--- config.mk ---
export PLATFORM = sky130hd
export DESIGN_NAME = div_request_dispatcher
export DESIGN_NICKNAME = d
export VERILOG_FILES = /design/src/rtl/div_pkg.sv /design/src/rtl/div_req_fifo.sv /design/src/rtl/div_request_dispatcher.sv
export SDC_FILE = /design/constraint.sdc
export NUM_CORES = 1
export LEC_CHECK = 0
export BUFFER_PORTS_ARGS = -buffer_cell sky130_fd_sc_hd__buf_2
export CAP_MARGIN = 20
export CORE_ASPECT_RATIO = 1.75
export CORE_MARGIN = 2
export CORE_UTILIZATION = 40
export DETAILED_ROUTE_END_ITERATION = 16
export GPL_TIMING_DRIVEN = 0
export PLACE_DENSITY = 0.67
export SETUP_SLACK_MARGIN = 0.02
export SYNTH_ARGS = -nofsm -noshare
export SYNTH_HDL_FRONTEND = slang
export SYNTH_SLANG_ARGS = --single-unit
--- constraint.sdc ---
create_clock -name clk -period 9.5 [get_ports clk]
set_input_delay 1.9 -clock clk [delete_from_list [all_inputs] [get_ports clk]]
set_output_delay 1.9 -clock clk [all_outputs]
set_load 0.005 [all_outputs]
--- src/rtl/div_pkg.sv ---
// Shared types for the divider request dispatcher: FSM states, request and result records.
// Struct fields are sized by DIV_WIDTH/DIV_TAG_W, so the dispatcher's WIDTH/TAG_W must match them.
package div_pkg;
  localparam int DIV_WIDTH = 32;
  localparam int DIV_TAG_W = 4;

  typedef enum logic [1:0] {IDLE, WAIT, HOLD} dispatch_state_t;

  typedef struct packed {
    logic [DIV_WIDTH-1:0] dividend;
    logic [DIV_WIDTH-1:0] divisor;
  } div_req_t;

  typedef struct packed {
    logic [DIV_WIDTH-1:0] quotient;
    logic [DIV_WIDTH-1:0] remainder;
    logic                 error;
    logic [DIV_TAG_W-1:0] tag;
  } div_res_t;
endpackage

--- src/rtl/div_req_fifo.sv ---
// Synchronous request FIFO for the divider dispatcher; head is read combinationally.
// A push while full is refused even if a pop happens in the same cycle.
module div_req_fifo
  import div_pkg::*;
#(
  parameter int DEPTH = 4
) (
  input  logic                   clk,
  input  logic                   rst,
  input  logic                   push_i,
  input  div_req_t               wdata_i,
  input  logic                   pop_i,
  output div_req_t               rdata_o,
  output logic                   full_o,
  output logic                   empty_o,
  output logic [$clog2(DEPTH):0] count_o
);
  localparam int AW = $clog2(DEPTH);
  localparam int CW = AW + 1;

  div_req_t        mem_q [DEPTH];
  logic [AW-1:0]   wr_ptr_q, rd_ptr_q;
  logic [CW-1:0]   count_q;
  logic            do_push, do_pop;

  assign full_o  = (count_q == CW'(DEPTH));
  assign empty_o = (count_q == '0);
  assign do_push = push_i && !full_o;
  assign do_pop  = pop_i && !empty_o;
  assign rdata_o = mem_q[rd_ptr_q];
  assign count_o = count_q;

  always_ff @(posedge clk) begin
    if (rst) begin
      wr_ptr_q <= '0;
      rd_ptr_q <= '0;
      count_q  <= '0;
    end else begin
      if (do_push) begin
        mem_q[wr_ptr_q] <= wdata_i;
        wr_ptr_q        <= wr_ptr_q + 1'b1;
      end
      if (do_pop) rd_ptr_q <= rd_ptr_q + 1'b1;
      case ({do_push, do_pop})
        2'b10:   count_q <= count_q + 1'b1;
        2'b01:   count_q <= count_q - 1'b1;
        default: ;
      endcase
    end
  end
endmodule

--- src/rtl/div_request_dispatcher.sv ---
// Feeds queued requests into the iterative divider one at a time and holds each tagged result
// until consumed. Optional WAIT watchdog with res_timeout port: define DIV_DISPATCH_TIMEOUT_EN.
module div_request_dispatcher
  import div_pkg::*;
#(
  parameter int WIDTH          = DIV_WIDTH,
  parameter int DEPTH          = 4,
  parameter int TAG_W          = DIV_TAG_W,
  parameter int TIMEOUT_CYCLES = 4096
) (
  input  logic                   clk,
  input  logic                   rst,
  input  logic                   req_valid,
  output logic                   req_ready,
  input  logic [WIDTH-1:0]       req_dividend,
  input  logic [WIDTH-1:0]       req_divisor,
  output logic [WIDTH-1:0]       div_dividend,
  output logic [WIDTH-1:0]       div_divisor,
  output logic                   div_data_in_valid,
  input  logic                   div_busy,
  input  logic [WIDTH-1:0]       div_quotient,
  input  logic [WIDTH-1:0]       div_remainder,
  input  logic                   div_data_out_valid,
  input  logic                   div_error,
  output logic                   res_valid,
  input  logic                   res_ready,
  output logic [WIDTH-1:0]       res_quotient,
  output logic [WIDTH-1:0]       res_remainder,
  output logic                   res_error,
  output logic [TAG_W-1:0]       res_tag,
`ifdef DIV_DISPATCH_TIMEOUT_EN
  output logic                   res_timeout,
`endif
  output logic [$clog2(DEPTH):0] fifo_count
);
  dispatch_state_t state_q;
  div_req_t        push_req, head, launch_q;
  div_res_t        res_q;
  logic            res_valid_q, dv_q;
  logic            fifo_full, fifo_empty, launch;
  logic [TAG_W-1:0] tag_q, launch_tag_q;

  assign push_req  = '{dividend: req_dividend, divisor: req_divisor};
  assign req_ready = !rst && !fifo_full;
  // res_valid is always low in IDLE; kept in the term so the hold rule is explicit
  assign launch    = (state_q == IDLE) && !fifo_empty && !div_busy && !res_valid_q;

  div_req_fifo #(.DEPTH(DEPTH)) u_fifo (
    .clk     (clk),
    .rst     (rst),
    .push_i  (req_valid && req_ready),
    .wdata_i (push_req),
    .pop_i   (launch),
    .rdata_o (head),
    .full_o  (fifo_full),
    .empty_o (fifo_empty),
    .count_o (fifo_count)
  );

`ifdef DIV_DISPATCH_TIMEOUT_EN
  localparam int TW = $clog2(TIMEOUT_CYCLES + 1);
  logic [TW-1:0] wait_cnt_q;
  logic          timeout_q;
  assign res_timeout = timeout_q;
`endif

  always_ff @(posedge clk) begin
    if (rst) begin
      state_q      <= IDLE;
      launch_q     <= '0;
      dv_q         <= 1'b0;
      res_q        <= '0;
      res_valid_q  <= 1'b0;
      tag_q        <= '0;
      launch_tag_q <= '0;
`ifdef DIV_DISPATCH_TIMEOUT_EN
      wait_cnt_q   <= '0;
      timeout_q    <= 1'b0;
`endif
    end else begin
      dv_q <= 1'b0;
      case (state_q)
        IDLE: if (launch) begin
          launch_q     <= head;
          dv_q         <= 1'b1;
          launch_tag_q <= tag_q;
          tag_q        <= tag_q + 1'b1;
          state_q      <= WAIT;
`ifdef DIV_DISPATCH_TIMEOUT_EN
          wait_cnt_q   <= '0;
`endif
        end
        // busy is not consulted here: the divider raises it a cycle after launch
        WAIT: if (div_data_out_valid) begin
          res_q <= '{quotient:  div_error ? '0 : div_quotient,
                     remainder: div_error ? '0 : div_remainder,
                     error:     div_error,
                     tag:       launch_tag_q};
          res_valid_q <= 1'b1;
          state_q     <= HOLD;
`ifdef DIV_DISPATCH_TIMEOUT_EN
          timeout_q   <= 1'b0;
        end else if (wait_cnt_q == TW'(TIMEOUT_CYCLES - 1)) begin
          res_q       <= '{quotient: '0, remainder: '0, error: 1'b1, tag: launch_tag_q};
          res_valid_q <= 1'b1;
          timeout_q   <= 1'b1;
          state_q     <= HOLD;
        end else begin
          wait_cnt_q  <= wait_cnt_q + 1'b1;
`endif
        end
        HOLD: if (res_ready) begin
          res_valid_q <= 1'b0;
          state_q     <= IDLE;
        end
        default: state_q <= IDLE;
      endcase
    end
  end

  assign div_dividend      = launch_q.dividend;
  assign div_divisor       = launch_q.divisor;
  assign div_data_in_valid = dv_q;
  assign res_valid         = res_valid_q;
  assign res_quotient      = res_q.quotient;
  assign res_remainder     = res_q.remainder;
  assign res_error         = res_q.error;
  assign res_tag           = res_q.tag;
endmodule

==> flow_summary.toml <==
[clock_network]
cts.sinks = 408
clk_transition_reported_paths_ns = 0.06
clk_path_buf_depth = 3
cts.root.buffer_cell = "sky130_fd_sc_hd__clkbuf_16"
post_cts.resized_instances = 0
post_cts_hold_buffer_count = 0
insertion_delay_ns = 0.55
cts_setup_buffers = 0
cts_buffers = 38
htree_levels = 2
clock_tree_from_tritoncts = "built"

[sta]
final.hold.worst_slack_ns = 0.449
max_slew.worst_pin.slew_ns = 1.03
final_period_minus_worst_setup_slack_ns = 4.96
report.final.hold_viol_count = 0
finalSetupViolCount = 0
setup_total_negative_slack_ns = 0
finClkSkew_ns = 0.0169
timing.slew.headroom = 0.310
slew_viol_final = 0
rsz0062_at_grt = "false"
fmaxAchievable_mhz = 202
share_of_the_clock_period_used_by_the_worst_path = 0.522

[detailed_routing]
drt.antenna.violating_nets = 0
detailed_route_iter0_violations = 469
firstDrtPassIters = 7
route.detailed.drc = 0
vias_per_cell = 5.19
drt_wl_total_mm = 37.5
detailroute.via_count = 9723
wl_per_cell_um = 20.0

[global_route]
grt_use_total = 0.187
grt_first_pass_wirelength_mm = 55.6
grt_antenna_before_repair = 10
via_count_of_the_first_global_routing_pass = 10009
overflow = 0
grt_start_max_net_pins = 44

[floorplan]
num_rows = 94
fp.coreArea_um2 = 37400
ioPinCount = 274
chipWidth_um = 151
die_h_um = 261
starting_density_of_the_core = 0.404
die_area_um2 = 39400

[power_and_ir_drop]
power_switching_share = 0.288
share_comb_of_total_power = 0.210
p_seq_frac = 0.455
cell_internal_pwr_uw = 3330
power.net_switching_uw = 1340
p_leak_uw = 0.00651
total_power_uw = 4670
vdd_drop_max_mv = 0.181
powerDensity_nw_per_um2 = 252
power_frac_clock = 0.336

[worst_setup_path]
crit_required_ns = 7.60
worstPathMaxFanout = 10
reg2reg_depth = 9
worstPathCellList = "buf_2, clkbuf_1, clkbuf_1, nor2_1, buf_2"
r2r-end = "u_fifo.count_o[2]$_SDFFE_PP0P_"
setup.worst_path.class = "input port to primary output"
critical_path.startpoint_type = "input port"
worst_ep_arrival_time_ns = 3.06
timing.critical_path.slowest_cell_delay_ns = 0.41
endpoint_kind = "primary output"
reg2reg_setup_slack_ns = 6.52
cpMaxStageDelayCell = "sky130_fd_sc_hd__clkbuf_1"
critical_path.reg2reg.startpoint = "state_q[0]$_SDFFE_PP0P_"

[yosys]
synthDominantCellAreaShare = 0.509
mappedNetlistArea_um2 = 15100
netlist_top_cells_area = "sky130_fd_sc_hd__edfxtp_1 51%, sky130_fd_sc_hd__dfxtp_1 20%, sky130_fd_sc_hd__mux4_2 9.5%, sky130_fd_sc_hd__a21oi_1 4.8%, sky130_fd_sc_hd__nand3b_1 3.2%"
ys.warnings.count = 0
synth.yosys.seq_area_share = 0.710
synth_area_per_cell_um2 = 14.5
syn_inst = 1040
synth_seq_cells = 408
synth_fp_nets = 1182
post_synth_num_cell_types = 32
dominant_cell_type_by_area_after_synthesis = "sky130_fd_sc_hd__edfxtp_1"

[cells_and_area]
post_route_cells_drive_above_1_share = 0.302
layout.core_utilization = 0.495
stdcell_area_um2 = 18500
area_growth_pct = 22.5
num-nets-final = 1498

[min_path]
worstHoldEndpoint = "res_remainder[14]$_SDFFE_PP0P_"
timing.hold.worst.class = "flip-flop to flip-flop"
worst_hold_path.num_cells = 2
startpoint_of_the_worst_hold_path = "res_remainder[14]$_SDFFE_PP0P_"

[status]
run_status = "finished clean"

[job]
timing.max_cap.violations = 0

[place]
hpwl_mm = 26.1
place.port_buffers = 272
gp_routability_congestion = 0.766
place_area_um2 = 17200
## final cells by class
type / count / area [um2]
fill: 3305 / 18900
inverter: 9 / 33.8
buffer: 85 / 332
sequential: 408 / 10700
timing repair buffer: 276 / 1470
tap: 480 / 601
antenna: 6 / 15.0
clock buffer: 51 / 1060
multi-input combinational: 538 / 4030
clock inverter: 19 / 225
## stage by stage
stage | cells | setup WS, ns
after CTS | 1866 | 4.52
after global placement | 1792 | 3.45
after global routing | 1872 | 4.46
after floorplan | 1040 | 5.08
final | 1872 | 4.54
after detailed placement | 1796 | 4.52
## synthesized netlist by cell type, drive strengths merged
| library cell | instances |
|---|---|
| edfxtp | 256 |
| dfxtp | 152 |
| a21oi | 146 |
| nand2 | 77 |
| o21ai | 73 |
| clkbuf | 71 |
| nand3 | 70 |
| nand3b | 65 |
| mux4 | 64 |
| buf | 14 |
| inv | 9 |
| nor2 | 8 |
| ha | 6 |
| and2 | 4 |
| or3 | 4 |
| a311oi | 2 |
| a31o | 2 |
| nor3b | 2 |
| or3b | 2 |
| or4 | 2 |
| xor2 | 2 |
| and3b | 1 |
| fa | 1 |
| mux2 | 1 |
| mux2i | 1 |
| nand2b | 1 |
| nor2b | 1 |
| nor3 | 1 |
| nor4 | 1 |
| o31ai | 1 |
## how the worst max path moves through the flow
stage | from | endpoint | slack (ns) | cells past startpoint
after CTS | rst | req_ready | 4.52 | 5
after floorplan | rst | req_ready | 5.08 | 3
after global routing | rst | req_ready | 4.46 | 5
after detailed placement | rst | req_ready | 4.52 | 5
final | rst | req_ready | 4.54 | 5
after global placement | rst | u_fifo.mem_q[1][22]$_DFFE_PP_ | 3.45 | 3
## registers in the layout, summed over array words and instances (netlist names)
signal             count
u_fifo.mem_q         256
div_dividend          32
div_divisor           32
res_quotient          32
res_remainder         32
launch_tag_q           4
res_tag                4
tag_q                  4
u_fifo.count_o         3
state_q                2
u_fifo.rd_ptr_q        2
u_fifo.wr_ptr_q        2
div_data_in_valid      1
res_error              1
res_valid              1
## cell families (layout without fill, tap and decap cells)
kind of cell,Yosys count,count (layout),share of synthesized area
buf+inv,94,440,0.0242
other cells,0,6,0
compound gates,224,224,0.0754
fa+ha+maj,7,7,0.00629
xor+xnor,2,2,0.00116
simple gates,239,239,0.0859
mux,66,66,0.0968
flops,408,408,0.710
## power by group through the flow
stage	clock, uW	combinational (uW)	sequential [uW]
2_1_floorplan	0	601	2150
3_3_place_gp	0	974	2160
3_5_place_dp	0	1000	2160
4_1_cts	1600	1000	2120
5_1_grt	1670	1090	2140
6_report	1570	979	2120
## cells in the final DEF (no fill, tap or decap), types with 2 or more instances in the layout
master	netlist	final
sky130_fd_sc_hd__buf_2	10	282
sky130_fd_sc_hd__edfxtp_1	256	256
sky130_fd_sc_hd__dfxtp_1	152	152
sky130_fd_sc_hd__a21oi_1	146	146
sky130_fd_sc_hd__clkbuf_1	71	79
sky130_fd_sc_hd__nand2_1	77	77
sky130_fd_sc_hd__o21ai_0	73	73
sky130_fd_sc_hd__nand3_1	70	70
sky130_fd_sc_hd__nand3b_1	65	65
sky130_fd_sc_hd__mux4_2	64	64
sky130_fd_sc_hd__clkbuf_16	0	39
sky130_fd_sc_hd__inv_1	9	9
sky130_fd_sc_hd__nor2_1	8	8
sky130_fd_sc_hd__diode_2	0	6
sky130_fd_sc_hd__ha_1	6	6
sky130_fd_sc_hd__inv_6	0	5
sky130_fd_sc_hd__clkinv_1	0	5
sky130_fd_sc_hd__and2_4	0	4
sky130_fd_sc_hd__or3_1	4	4
sky130_fd_sc_hd__buf_1	4	4
sky130_fd_sc_hd__bufinv_16	0	4
sky130_fd_sc_hd__clkbuf_8	0	4
sky130_fd_sc_hd__buf_16	0	4
sky130_fd_sc_hd__nor3b_1	2	2
sky130_fd_sc_hd__a311oi_1	2	2
sky130_fd_sc_hd__a31o_2	2	2
sky130_fd_sc_hd__xor2_1	2	2
sky130_fd_sc_hd__or3b_2	2	2
sky130_fd_sc_hd__clkinv_2	0	2
## worst max-delay path, delay by kind of cell
family	cells	cell delay, ns
AND/OR/NAND/NOR	1	0.10
buffers and inverters	4	1.05
## routing by layer
layer  GRT usage  vias to the layer above  wire length (um)
li1            -                     4572                 -
met1       0.198                     4740             13500
met2       0.360                      331             20400
met3      0.0359                       72              2320
met4      0.0740                        8              1180
met5           0                        -                52
(Power assumes the default switching activity.)
